===== config.mk =====
export PLATFORM = sky130hd
export DESIGN_NAME = seq_det_prog
export DESIGN_NICKNAME = d
export VERILOG_FILES = /design/src/rtl/seq_det_pkg.sv /design/src/rtl/seq_det_sat_cnt.sv /design/src/rtl/seq_det_prog.sv
export SDC_FILE = /design/constraint.sdc
export NUM_CORES = 1
export LEC_CHECK = 0
export ABC_AREA = 0
export ABC_CLOCK_PERIOD_IN_PS = 2400
export CAP_MARGIN = 20
export CORE_ASPECT_RATIO = 1.75
export CORE_UTILIZATION = 25
export DETAILED_ROUTE_END_ITERATION = 8
export SLEW_MARGIN = 15
export SYNTH_ARGS = -nofsm -noshare
export SYNTH_HDL_FRONTEND = slang
export SYNTH_SLANG_ARGS = --single-unit

===== constraint.sdc =====
create_clock -name clk -period 2.4 [get_ports clk]
set_input_delay 0.36 -clock clk [delete_from_list [all_inputs] [get_ports clk]]
set_output_delay 0.36 -clock clk [all_outputs]
set_load 0.02 [all_outputs]

===== src/rtl/seq_det_pkg.sv =====
// Shared types and helpers for the programmable serial pattern detector.
package seq_det_pkg;

  localparam int STATE_W = 2;

  typedef enum logic [STATE_W-1:0] {
    S_IDLE = 2'd0,
    S_FILL = 2'd1,
    S_HUNT = 2'd2
  } state_e;

  // Builds a mask with the low 'len' bits set, saturating at 32 bits.
  function automatic logic [31:0] len_to_mask(input logic [5:0] len);
    if (len >= 6'd32) return '1;
    else              return (32'd1 << len) - 32'd1;
  endfunction

endpackage


===== src/rtl/seq_det_sat_cnt.sv =====
// Saturating up-counter with synchronous clear; clear beats increment.
module seq_det_sat_cnt #(
  parameter int W = 8
) (
  input  logic         clk,
  input  logic         rst_n,
  input  logic         clr_i,
  input  logic         inc_i,
  output logic [W-1:0] cnt_o
);

  logic [W-1:0] cnt_q, cnt_d;

  // Next count: clear first, otherwise increment until all ones.
  always_comb begin
    cnt_d = cnt_q;
    if (clr_i)                    cnt_d = '0;
    else if (inc_i && cnt_q != '1) cnt_d = cnt_q + W'(1);
  end

  // Count register.
  always_ff @(posedge clk or negedge rst_n) begin
    if (!rst_n) cnt_q <= '0;
    else        cnt_q <= cnt_d;
  end

  assign cnt_o = cnt_q;

endmodule


===== src/rtl/seq_det_prog.sv =====
// Runtime-programmable serial pattern detector with valid-qualified input,
// registered detect pulse and saturating match counter.
// Optional build macro SEQ_DET_PROG_MASK_EN adds a per-position don't-care
// mask (cfg_mask), latched together with the pattern on cfg_load.
module seq_det_prog
  import seq_det_pkg::*;
#(
  parameter int MAX_W = 6,
  parameter int CNT_W = 8
) (
  input  logic                         clk,
  input  logic                         rst_n,
  input  logic                         cfg_load,
  input  logic [MAX_W-1:0]             cfg_pattern,
  input  logic [$clog2(MAX_W+1)-1:0]   cfg_len,
  input  logic                         cfg_overlap,
`ifdef SEQ_DET_PROG_MASK_EN
  input  logic [MAX_W-1:0]             cfg_mask,
`endif
  input  logic                         serial_in,
  input  logic                         serial_valid,
  input  logic                         cnt_clr,
  output logic                         armed,
  output logic                         detect,
  output logic [CNT_W-1:0]             match_cnt
);

  localparam int LEN_W = $clog2(MAX_W+1);

  state_e             state_q, state_d;
  logic [MAX_W-2:0]   hist_q, hist_d;     // last MAX_W-1 bits, newest in LSB
  logic [LEN_W-1:0]   fill_q, fill_d;
  logic [LEN_W-1:0]   len_q, len_d;
  logic [MAX_W-1:0]   pat_q, pat_d;
  logic               ovl_q, ovl_d;
  logic               detect_q, detect_d;
`ifdef SEQ_DET_PROG_MASK_EN
  logic [MAX_W-1:0]   mask_q, mask_d;
`endif

  logic [MAX_W-1:0]   hist_nx;
  logic [LEN_W-1:0]   fill_nx;
  logic [LEN_W-1:0]   len_clamped;
  logic [31:0]        cmp_mask;
  logic               hit;

  // Out-of-range lengths fall back to the full pattern width.
  assign len_clamped = (cfg_len < LEN_W'(2) || cfg_len > LEN_W'(MAX_W)) ?
                       LEN_W'(MAX_W) : cfg_len;

  // Candidate history/fill as they would be after accepting serial_in.
  assign hist_nx = {hist_q, serial_in};
  assign fill_nx = (fill_q == len_q) ? fill_q : fill_q + LEN_W'(1);

`ifdef SEQ_DET_PROG_MASK_EN
  assign cmp_mask = len_to_mask(6'(len_q)) & 32'(mask_q);
`else
  assign cmp_mask = len_to_mask(6'(len_q));
`endif

  // Pattern completes only once len bits have been collected.
  assign hit = (fill_nx == len_q) && ((32'(hist_nx ^ pat_q) & cmp_mask) == '0);

  // Next-state: load dominates, then valid bits advance history and FSM.
  always_comb begin
    state_d  = state_q;
    hist_d   = hist_q;
    fill_d   = fill_q;
    len_d    = len_q;
    pat_d    = pat_q;
    ovl_d    = ovl_q;
    detect_d = 1'b0;
`ifdef SEQ_DET_PROG_MASK_EN
    mask_d   = mask_q;
`endif
    if (cfg_load) begin
      pat_d   = cfg_pattern;
      len_d   = len_clamped;
      ovl_d   = cfg_overlap;
`ifdef SEQ_DET_PROG_MASK_EN
      mask_d  = cfg_mask;
`endif
      hist_d  = '0;
      fill_d  = '0;
      state_d = S_FILL;
    end else if (serial_valid && state_q != S_IDLE) begin
      hist_d = hist_nx[MAX_W-2:0];
      fill_d = fill_nx;
      if (hit) begin
        detect_d = 1'b1;
        if (ovl_q) begin
          state_d = S_HUNT;
        end else begin
          // Non-overlapping: next match needs len fresh bits.
          hist_d  = '0;
          fill_d  = '0;
          state_d = S_FILL;
        end
      end else if (fill_nx == len_q) begin
        state_d = S_HUNT;
      end
    end
  end

  // State, configuration and history registers.
  always_ff @(posedge clk or negedge rst_n) begin
    if (!rst_n) begin
      state_q  <= S_IDLE;
      hist_q   <= '0;
      fill_q   <= '0;
      len_q    <= '0;
      pat_q    <= '0;
      ovl_q    <= 1'b0;
      detect_q <= 1'b0;
`ifdef SEQ_DET_PROG_MASK_EN
      mask_q   <= '0;
`endif
    end else begin
      state_q  <= state_d;
      hist_q   <= hist_d;
      fill_q   <= fill_d;
      len_q    <= len_d;
      pat_q    <= pat_d;
      ovl_q    <= ovl_d;
      detect_q <= detect_d;
`ifdef SEQ_DET_PROG_MASK_EN
      mask_q   <= mask_d;
`endif
    end
  end

  // Counter steps on the same edge that raises detect.
  seq_det_sat_cnt #(.W(CNT_W)) u_cnt (
    .clk   (clk),
    .rst_n (rst_n),
    .clr_i (cnt_clr),
    .inc_i (detect_d),
    .cnt_o (match_cnt)
  );

  assign armed  = (state_q != S_IDLE);
  assign detect = detect_q;

endmodule


# ---- Word-level counts from Yosys, hierarchy flattened
# Cells that the tools add are included.
dict set report classes {
  eq_ne 3
  n_reduce_logical 10
  order_cmp 2
  n_div 0
  bitwise 2
  shifts 1
  n_mux 20
  n_mul 0
  n_addsub 3
}
# cell count
set ops {}
lappend ops {{$and 6x32->32} 1}
lappend ops {{$logic_not 32->1} 1}
lappend ops {{$shl 1x3->32 const A} 1}
lappend ops {{$sub 32x1->32 const B} 1}
lappend ops {{$mux 5} 4}
lappend ops {{$mux 3} 6}
lappend ops {{$mux 8} 2}
lappend ops {{$mux 2} 5}
lappend ops {{$add 8x1->8 const B} 1}
lappend ops {{$ne 8x8->1 const B} 1}
lappend ops {{$eq 3x3->1} 2}
lappend ops {{$reduce_bool 2->1} 3}
lappend ops {{$xor 6x6->6} 1}
lappend ops {{$add 3x1->3 const B} 1}
lappend ops {{$gt 3x3->1 const B} 1}
lappend ops {{$logic_and 1x1->1} 3}
lappend ops {{$lt 3x2->1 const B} 1}
lappend ops {{$mux 1} 3}
lappend ops {{$reduce_bool 3->1} 1}
lappend ops {{$reduce_and 2->1} 1}
lappend ops {{$logic_or 1x1->1} 1}
dict set report totals {
  out_inout_bits 10
  ramBits 0
  regBits 29
  mem_bits_ro 0
  n_memories 0
  latch_bits 0
}

# ---- Longest topological paths before layout
# Gate-level depths: netlist of run 1.
dict set report logic_depth {
  ltp_word 11
  ltp_mapped 10
  mapped_depth_nobuf 9
}

# ---- By module
# A second synthesis of run 1 with hierarchy kept.
dict set report hier_totals {
  hier_cells 166
  area_unflattened_um2 1689.1
}
# module area_each_um2 instances seq_area_each_um2 cells_per_inst
set modules_own_cells {}
lappend modules_own_cells {seq_det_prog 1224.9 1 525.5 117}
lappend modules_own_cells {seq_det_sat_cnt 464.2 1 200.2 49}

# ---- Worst setup path before layout of run 1
# Ideal clock, no wire load.
dict set report synth_path {
  path_type {register to register}
  from {register len_q[1]}
  to {register fill_q[1]}
  path_buffers 1
  path_stages_with_launch 9
  setup_time_ps 121
  t_required_ps 2279
  arrival_ps 2333
  path_slack_ps -54
  path_cell_list {dfrtp_1 buf_6 or3_1 ha_1 a2bb2o_1 a211oi_4 nand4_1 and3_1 a22o_1}
}
dict set report synth_via {
  elab_chain_cells 8
  elab_cells_between_ends 12
}
# element line_no
set synth_rtl {}
lappend synth_rtl {{from (decl)} seq_det_prog.sv:33} ;# logic [LEN_W-1:0] len_q, len_d;
lappend synth_rtl {{from (signal assigned)} seq_det_prog.sv:122} ;# len_q <= len_d;
lappend synth_rtl {{$shl 1x3->32} seq_det_pkg.sv:15} ;# else return (32'd1 << len) - 32'd1;
lappend synth_rtl {{$sub 32x1->32} seq_det_pkg.sv:15}
lappend synth_rtl {{$and 6x32->32} seq_det_prog.sv:62} ;# assign hit = (fill_nx == len_q) && ((32'(hist_nx ^ pat_q) & cmp_mask) == '0);
lappend synth_rtl {{$logic_not 32->1} seq_det_prog.sv:62}
lappend synth_rtl {{$logic_and 1x1->1} seq_det_prog.sv:62}
lappend synth_rtl {{$mux 3 *} seq_det_prog.sv:89} ;# if (hit) begin
lappend synth_rtl {{$mux 3 *} seq_det_prog.sv:86} ;# end else if (serial_valid && state_q != S_IDLE) begin
lappend synth_rtl {{$mux 3 *} seq_det_prog.sv:76} ;# if (cfg_load) begin
lappend synth_rtl {{to (signal assigned)} seq_det_prog.sv:121} ;# fill_q <= fill_d;
lappend synth_rtl {{to (decl)} seq_det_prog.sv:32} ;# logic [LEN_W-1:0] fill_q, fill_d;
# Mark *: on every way between the ends. The rest lies on a longest branch, timed or not. The select of a mux whose other input is x is not followed.
# A chain may end at the register's enable or synchronous reset.

# ---- Worst setup path in the final report of run 1
dict set report layout_path {
  from {register len_q[0]}
  to {register u_cnt.cnt_q[5], in the netlist u_cnt.cnt_o[5]}
}
dict set report layout_via {
  elab_chain_cells 10
  elab_cells_between_ends 13
}
# element line_no
set layout_rtl {}
lappend layout_rtl {{$shl 1x3->32} seq_det_pkg.sv:15}
lappend layout_rtl {{$sub 32x1->32} seq_det_pkg.sv:15}
lappend layout_rtl {{$and 6x32->32} seq_det_prog.sv:62}
lappend layout_rtl {{$logic_not 32->1} seq_det_prog.sv:62}
lappend layout_rtl {{$logic_and 1x1->1 *} seq_det_prog.sv:62}
lappend layout_rtl {{$mux 1 *} seq_det_prog.sv:89}
lappend layout_rtl {{$mux 1 *} seq_det_prog.sv:86}
lappend layout_rtl {{$mux 1 *} seq_det_prog.sv:76}
lappend layout_rtl {{$logic_and 1x1->1 *} seq_det_sat_cnt.sv:18} ;# else if (inc_i && cnt_q != '1) cnt_d = cnt_q + W'(1);
lappend layout_rtl {{$reduce_bool 2->1 (no source line) *} n/a}
lappend layout_rtl {{to (signal assigned)} seq_det_sat_cnt.sv:24} ;# else cnt_q <= cnt_d;
lappend layout_rtl {{to (decl)} seq_det_sat_cnt.sv:12} ;# logic [W-1:0] cnt_q, cnt_d;
# Mark *: on every way between the ends. The rest lies on a longest branch, timed or not.

==> results of run 1 <==
-- power by group --
group | internal (mW) | total (mW) | leakage (nW) | switching, mW
Clock | 0.259 | 0.453 | 0.0542 | 0.194
Combinational | 0.132 | 0.244 | 0.508 | 0.112
Sequential | 0.514 | 0.536 | 0.374 | 0.0215
Total | 0.905 | 1.23 | 0.936 | 0.327
-- per-stage QoR --
stage | area, sq um | utilization | setup slack, ns | total power, mW
after floorplan | 1620 | - | -0.00862 | 0.671
after CTS | 2250 | 0.368 | -0.0460 | 1.23
after detailed placement | 2050 | 0.335 | -0.0998 | 0.759
after global placement | 2050 | 0.335 | -0.0345 | 0.756
final | 2320 | 0.379 | -0.0341 | 1.23
after global routing | 2320 | 0.379 | -0.144 | 1.29
-- worst max-delay path by stage --
stage                                            end  slack (ns)  depth (start not counted)
after floorplan                fill_q[1]$_DFFE_PN0P_      -0.009                          8
after detailed placement  u_cnt.cnt_o[2]$_DFFE_PN0P_        -0.1                          9
after CTS                 u_cnt.cnt_o[2]$_DFFE_PN0P_       -0.05                          8
after global routing      u_cnt.cnt_o[5]$_DFFE_PN0P_       -0.14                          7
after global placement    u_cnt.cnt_o[2]$_DFFE_PN0P_       -0.03                          9
final                     u_cnt.cnt_o[5]$_DFFE_PN0P_       -0.03                          7
-- cell type report --
type / instances / area share
Clock buffer: 7 / 0.0415
Clock inverter: 1 / 0.00216
Inverter: 4 / 0.00647
Multi-Input combinational cell: 107 / 0.385
Sequential cell: 29 / 0.312
Tap cell: 80 / 0.0431
Timing Repair Buffer: 53 / 0.210
-- cells by family (layout without fill, tap and decap cells) --
group | Yosys count | count (layout)
AOI/OAI and AO/OA | 37 | 37
and+or+nand+nor | 47 | 47
buffers and inverters | 11 | 65
DFF | 29 | 29
muxes | 7 | 7
adders and majority gates | 3 | 3
xor gates and xnor gates | 13 | 13
-- repair_timing --
action,4_1_cts,5_1_grt
setup buffers,10,1
endpoints found under the setup margin,14,16
hold buffers,0,0
pin swaps,11,14
resized for setup,7,18
-- sequential cells by signal, summed over array words and instances, names as in the netlist --
signal and flops:
fill_q 3, len_q 3, ovl_q 1, pat_q 6
hist_q 5, state_q 2, detect 1, u_cnt.cnt_o 8
-- layout by cell type, fill, tap and decap left out, types with 5 or more instances in the layout --
cell             count
a21oi_1              7
a32o_1               6
buf_4               21
buf_6                7
clkbuf_8             7
clkdlybuf4s50_1     25
dfrtp_1             29
mux2_2               6
nand2_1             10
nand3_1              5
nor2_1               5
nor3_1               5
or3_4                5
xor2_1               8
-- synth_stat cells (3+ instances only) --
cell / instances / area share
inv_1: 4 / 0.0095
dfrtp_1: 29 / 0.46
buf_6: 3 / 0.021
nor3_1: 5 / 0.016
a32o_1: 6 / 0.038
o21ai_1: 5 / 0.016
nand3_1: 5 / 0.016
nor2_1: 5 / 0.012
nand2_1: 10 / 0.024
mux2_2: 6 / 0.043
ha_1: 3 / 0.024
or3_1: 9 / 0.036
a21oi_1: 10 / 0.032
xor2_1: 8 / 0.044
xnor2_1: 4 / 0.022
-- critical path, stage by stage (launching register included) --
cell      delay [ns]
dfrtp_1         0.42
or3_4           0.42
ha_4            0.27
a2bb2o_4        0.21
a211oi_4        0.24
nand3_4         0.16
or4_1           0.52
a21oi_2         0.13
-- routing by layer --
metal	vias up	global-route usage	routed length, um
li1	646	-	-
met1	639	0.139	1510
met2	20	0.223	2110
met3	6	0.0265	122
met4	0	0.0619	89
met5	-	0	0
==> flow_metrics.env, run 1 <==
export IMPL_vias=1311
export IMPL_finClkSkew_ns=0.00989
export IMPL_routed_wl_um=3840
export IMPL_synthAdderAreaFrac=0.0238
export IMPL_cp_start_kind="register"
export IMPL_groute_usage_overall=0.128
export IMPL_grt_pass1_vias=1335
export IMPL_root_buffer="clkbuf_8"
export IMPL_antenna_found_initial=0
export IMPL_crit_start="len_q[0]$_DFFE_PN0P_"
export IMPL_synth_simple_gate_area_frac=0.162
export IMPL_nets=219
export IMPL_setup_ws_ns=-0.0341
export IMPL_placed_cells=264
export IMPL_grt_overflow=0
export IMPL_drv_cap=0
export IMPL_vdd_drop_max_uv=199
export IMPL_regArea_sq_um=726
export IMPL_clk_path_buf_depth=2
export IMPL_place_gp_congestion=0.812
export IMPL_critPathArrivalTime_ns=2.66
export IMPL_power_density_nw_per_um2=531
export IMPL_die_h_um=107
export IMPL_reg2regPathDepth=7
export IMPL_synth_xor_area_frac=0.0808
export IMPL_timing_final_hold_violations=0
export IMPL_rsz0062_at_grt="true"
export IMPL_finalCriticalPeriod_ns=2.43
export IMPL_yosysWarnings=0
export IMPL_hp_class="input pin to asynchronous set/reset pin"
export IMPL_finalSetupViolCount=9
export IMPL_synth_seq_cells=29
export IMPL_io_pins=26
export IMPL_setup_tns_ns=-0.163
export IMPL_stdcell_count=281
export IMPL_cts_buffers=5
export IMPL_drt_initial_drc_count=36
export IMPL_viasPerCell=4.67
export IMPL_synth_area_mux_share=0.0491
export IMPL_nFillCells=611
export IMPL_ant_nets=0
export IMPL_syn_area_sq_um=1580
export IMPL_syn_to_final_growth_pct=47.1
export IMPL_holdWs_ns=0.455
export IMPL_htree_levels=2
export IMPL_die_area_sq_um=6650
export IMPL_critPathRequiredTime_ns=2.62
export IMPL_synth_top_family_by_area="compound AO/OA/AOI/OAI gates"
export IMPL_drtPass1Iterations=4
export IMPL_synth_cell_types=43
export IMPL_rows=38
export IMPL_syn_area_per_cell_sq_um=10.7
export IMPL_synth_cells=147
export IMPL_async_flop_share=1.00
export IMPL_max_freq_ghz=0.411
export IMPL_cts_sinks=29
export IMPL_cts_tree="built"
export IMPL_multi_input_area_sq_um=893
export IMPL_synth_sequential_area_ratio=0.460
export IMPL_ff2ff_setup_slack_ns=-0.03
export IMPL_synth_compound_area_frac=0.183
export IMPL_insertion_delay_ns=0.29
export IMPL_clkTransAtPathRegs_ns=0.07
export IMPL_drv_slew=0
export IMPL_max_slew_margin=0.610
export IMPL_grt_pass1_wl_um=6150
export IMPL_regToRegStartpoint="len_q[0]$_DFFE_PN0P_"
export IMPL_coreArea_sq_um=6130
export IMPL_avgRoutedWirePerCell_um=13.7
export IMPL_synth_top_flop_cell="dfrtp_1"
export IMPL_diodes=0
export IMPL_setup_worst_path_class="register to register"
export IMPL_grt_max_degree=30
export IMPL_post_route_period_util=1.01
export IMPL_p_leak_nw=0.936
export IMPL_status="finished with violations"
export IMPL_drive_above_1_share=0.313
export IMPL_die_width_um=62.1
export IMPL_worstSetupEndpointType="register"
export IMPL_reg2reg_to="u_cnt.cnt_o[5]$_DFFE_PN0P_"
export IMPL_synth_edf_count=0
export IMPL_worst_pin_slew_ns=0.585
export IMPL_violations="setup timing"
export IMPL_place_hpwl_um=2740
export IMPL_io_buffer_count=25
export IMPL_initial_core_util=0.257
export IMPL_syn_nets=166
export IMPL_cp_max_fo=6
export IMPL_drc=0
(Power assumes the default switching activity.)
==> run 2, diff against run 1 <==
- ABC_CLOCK_PERIOD_IN_PS: 2400 -> 3100
- CAP_MARGIN: 20 -> 15
- clock period: 2.4 -> 3.1 ns (I/O delays scaled with it)
==> run 2 against run 1 <==
  * The run now ends clean
  * Clock skew decreased by 0.0058 ns
  * Maximum frequency decreased by 12%
  * Sequential power shrank 23%
  * Combinational power shrank 42%
  * Global-route usage down 0.58 points
  * Register-to-register slack improved by 0.37 ns
  * Via count is 7.8% lower
  * Cell area decreased by 13%
  * Largest power group unchanged
==> flow_metrics.env, run 2 (synthesis results as in run 1) <==
export IMPL_largest_reg_flops=8
export IMPL_io_pins=26
export IMPL_io_buffer_count=25
export IMPL_max_freq_ghz=0.361
export IMPL_diodes=0
export IMPL_worstSetupEndpointType="register"
export IMPL_timing_final_hold_violations=0
export IMPL_vias=1209
export IMPL_viasPerCell=4.69
export IMPL_nFillCells=615
export IMPL_insertion_delay_ns=0.28
export IMPL_drv_cap=0
export IMPL_setup_ws_ns=0.332
export IMPL_initial_core_util=0.257
export IMPL_hp_class="register to register"
export IMPL_root_buffer="clkbuf_8"
export IMPL_finClkSkew_ns=0.00405
export IMPL_finalSetupViolCount=0
export IMPL_cts_tree="built"
export IMPL_fin_total_pwr_uw=868
export IMPL_vdd_drop_max_uv=170
export IMPL_routed_wl_um=3540
export IMPL_htree_levels=2
export IMPL_place_hpwl_um=2670
export IMPL_final_cell_mix="29 x dfrtp_1, 25 x clkdlybuf4s50_1, 10 x nand2_1, 10 x a21oi_1, 9 x or3_1"
export IMPL_place_gp_congestion=0.808
export IMPL_grt_overflow=0
export IMPL_power_density_nw_per_um2=431
export IMPL_final_common_cell="dfrtp_1"
export IMPL_cts_sinks=29
export IMPL_dp_slack_ns=0.332
export IMPL_coreArea_sq_um=6130
export IMPL_critPathRequiredTime_ns=3.30
export IMPL_status="completed"
export IMPL_avgRoutedWirePerCell_um=13.7
export IMPL_max_stage_delay_ns=0.53
export IMPL_rows=38
export IMPL_critPathArrivalTime_ns=2.97
export IMPL_clkTransAtPathRegs_ns=0.06
export IMPL_rsz0062_at_grt="false"
export IMPL_drive_above_1_share=0.124
export IMPL_syn_to_final_growth_pct=27.3
export IMPL_postCtsResizedCells=0
export IMPL_groute_usage_overall=0.122
export IMPL_drtPass1Iterations=4
export IMPL_slowest_stage="or4_1"
export IMPL_critPathTopFamily="simple AND/OR/NAND/NOR gates"
export IMPL_worst_pin_slew_ns=0.533
export IMPL_cp_start_kind="register"
export IMPL_post_route_period_util=0.893
export IMPL_die_h_um=107
export IMPL_drc=0
export IMPL_setup_worst_path_class="register to register"
export IMPL_clk_path_buf_depth=2
export IMPL_die_area_sq_um=6650
export IMPL_post_cts_buffers=0
export IMPL_nets=197
export IMPL_drt_initial_drc_count=36
export IMPL_max_slew_margin=0.645
export IMPL_post_route_util=0.328
export IMPL_p_leak_nw=0.799
export IMPL_finalCriticalPeriod_ns=2.77
export IMPL_cts_buffers=5
export IMPL_grt_pass1_wl_um=5860
export IMPL_ant_nets=0
export IMPL_cp_cell_sequence="inv_1 > or3_1 > ha_1 > a2bb2o_1 > a211oi_4 > nand3_2 > or4_1 > a21oi_1"
export IMPL_antenna_found_initial=0
export IMPL_die_width_um=62.1
export IMPL_grt_max_degree=30
export IMPL_cp_max_fo=14
export IMPL_cts_hold_buf=0
export IMPL_setup_tns_ns=0
export IMPL_grt_pass1_vias=1300
export IMPL_holdWs_ns=0.535
export IMPL_crit_buf_inv=1
export IMPL_drv_slew=0
[run 2: cell types whose count changed in the layout (fill, tap and decap cells not counted), sizes merged]
cell	before	now
buf	28	6
clkinv	1	0
[run 2: stage by stage]
step,instance area (sq um),std cells
after floorplan,1580,147
after global placement,1920,251
after detailed placement,1920,251
after CTS,2010,258
after global routing,2010,258
final,2010,258
[run 2: layout make-up]
type / instances / area (sq um) / area share
Timing Repair Buffer: 31 / 295 / 0.147
Multi-Input combinational cell: 107 / 788 / 0.392
Tap cell: 80 / 100 / 0.0498
Inverter: 4 / 15.0 / 0.00747
Clock buffer: 7 / 86.3 / 0.0429
Sequential cell: 29 / 726 / 0.361
[run 2: metal layers]
layer	global-route usage	share of wire
met2	0.219	0.57
met3	0.0253	0.022
met4	0.0571	0.019
met1	0.128	0.39
met5	0	0
[run 2: report_power, final]
group / total (mW) / internal, mW / switching, mW
clock network: 0.311 / 0.176 / 0.136
logic: 0.141 / 0.0705 / 0.0707
registers: 0.415 / 0.398 / 0.0166
[run 2: path summary, 6_finish.rpt]
| kind | startpoint | to | slack, ns | cells past startpoint |
|---|---|---|---|---|
| max | len_q[0]$_DFFE_PN0P_ | u_cnt.cnt_o[7]$_DFFE_PN0P_ | 0.33 | 8 |
| min | pat_q[1]$_DFFE_PN0P_ | pat_q[1]$_DFFE_PN0P_ | 0.54 | 1 |
| max reg2reg | len_q[0]$_DFFE_PN0P_ | u_cnt.cnt_o[7]$_DFFE_PN0P_ | 0.33 | 8 |
| min reg2reg | pat_q[1]$_DFFE_PN0P_ | pat_q[1]$_DFFE_PN0P_ | 0.54 | 1 |
| max in group asynchronous | rst_n | pat_q[4]$_DFFE_PN0P_ | 2.24 | 2 |
| min in group asynchronous | rst_n | len_q[2]$_DFFE_PN0P_ | 0.57 | 2 |
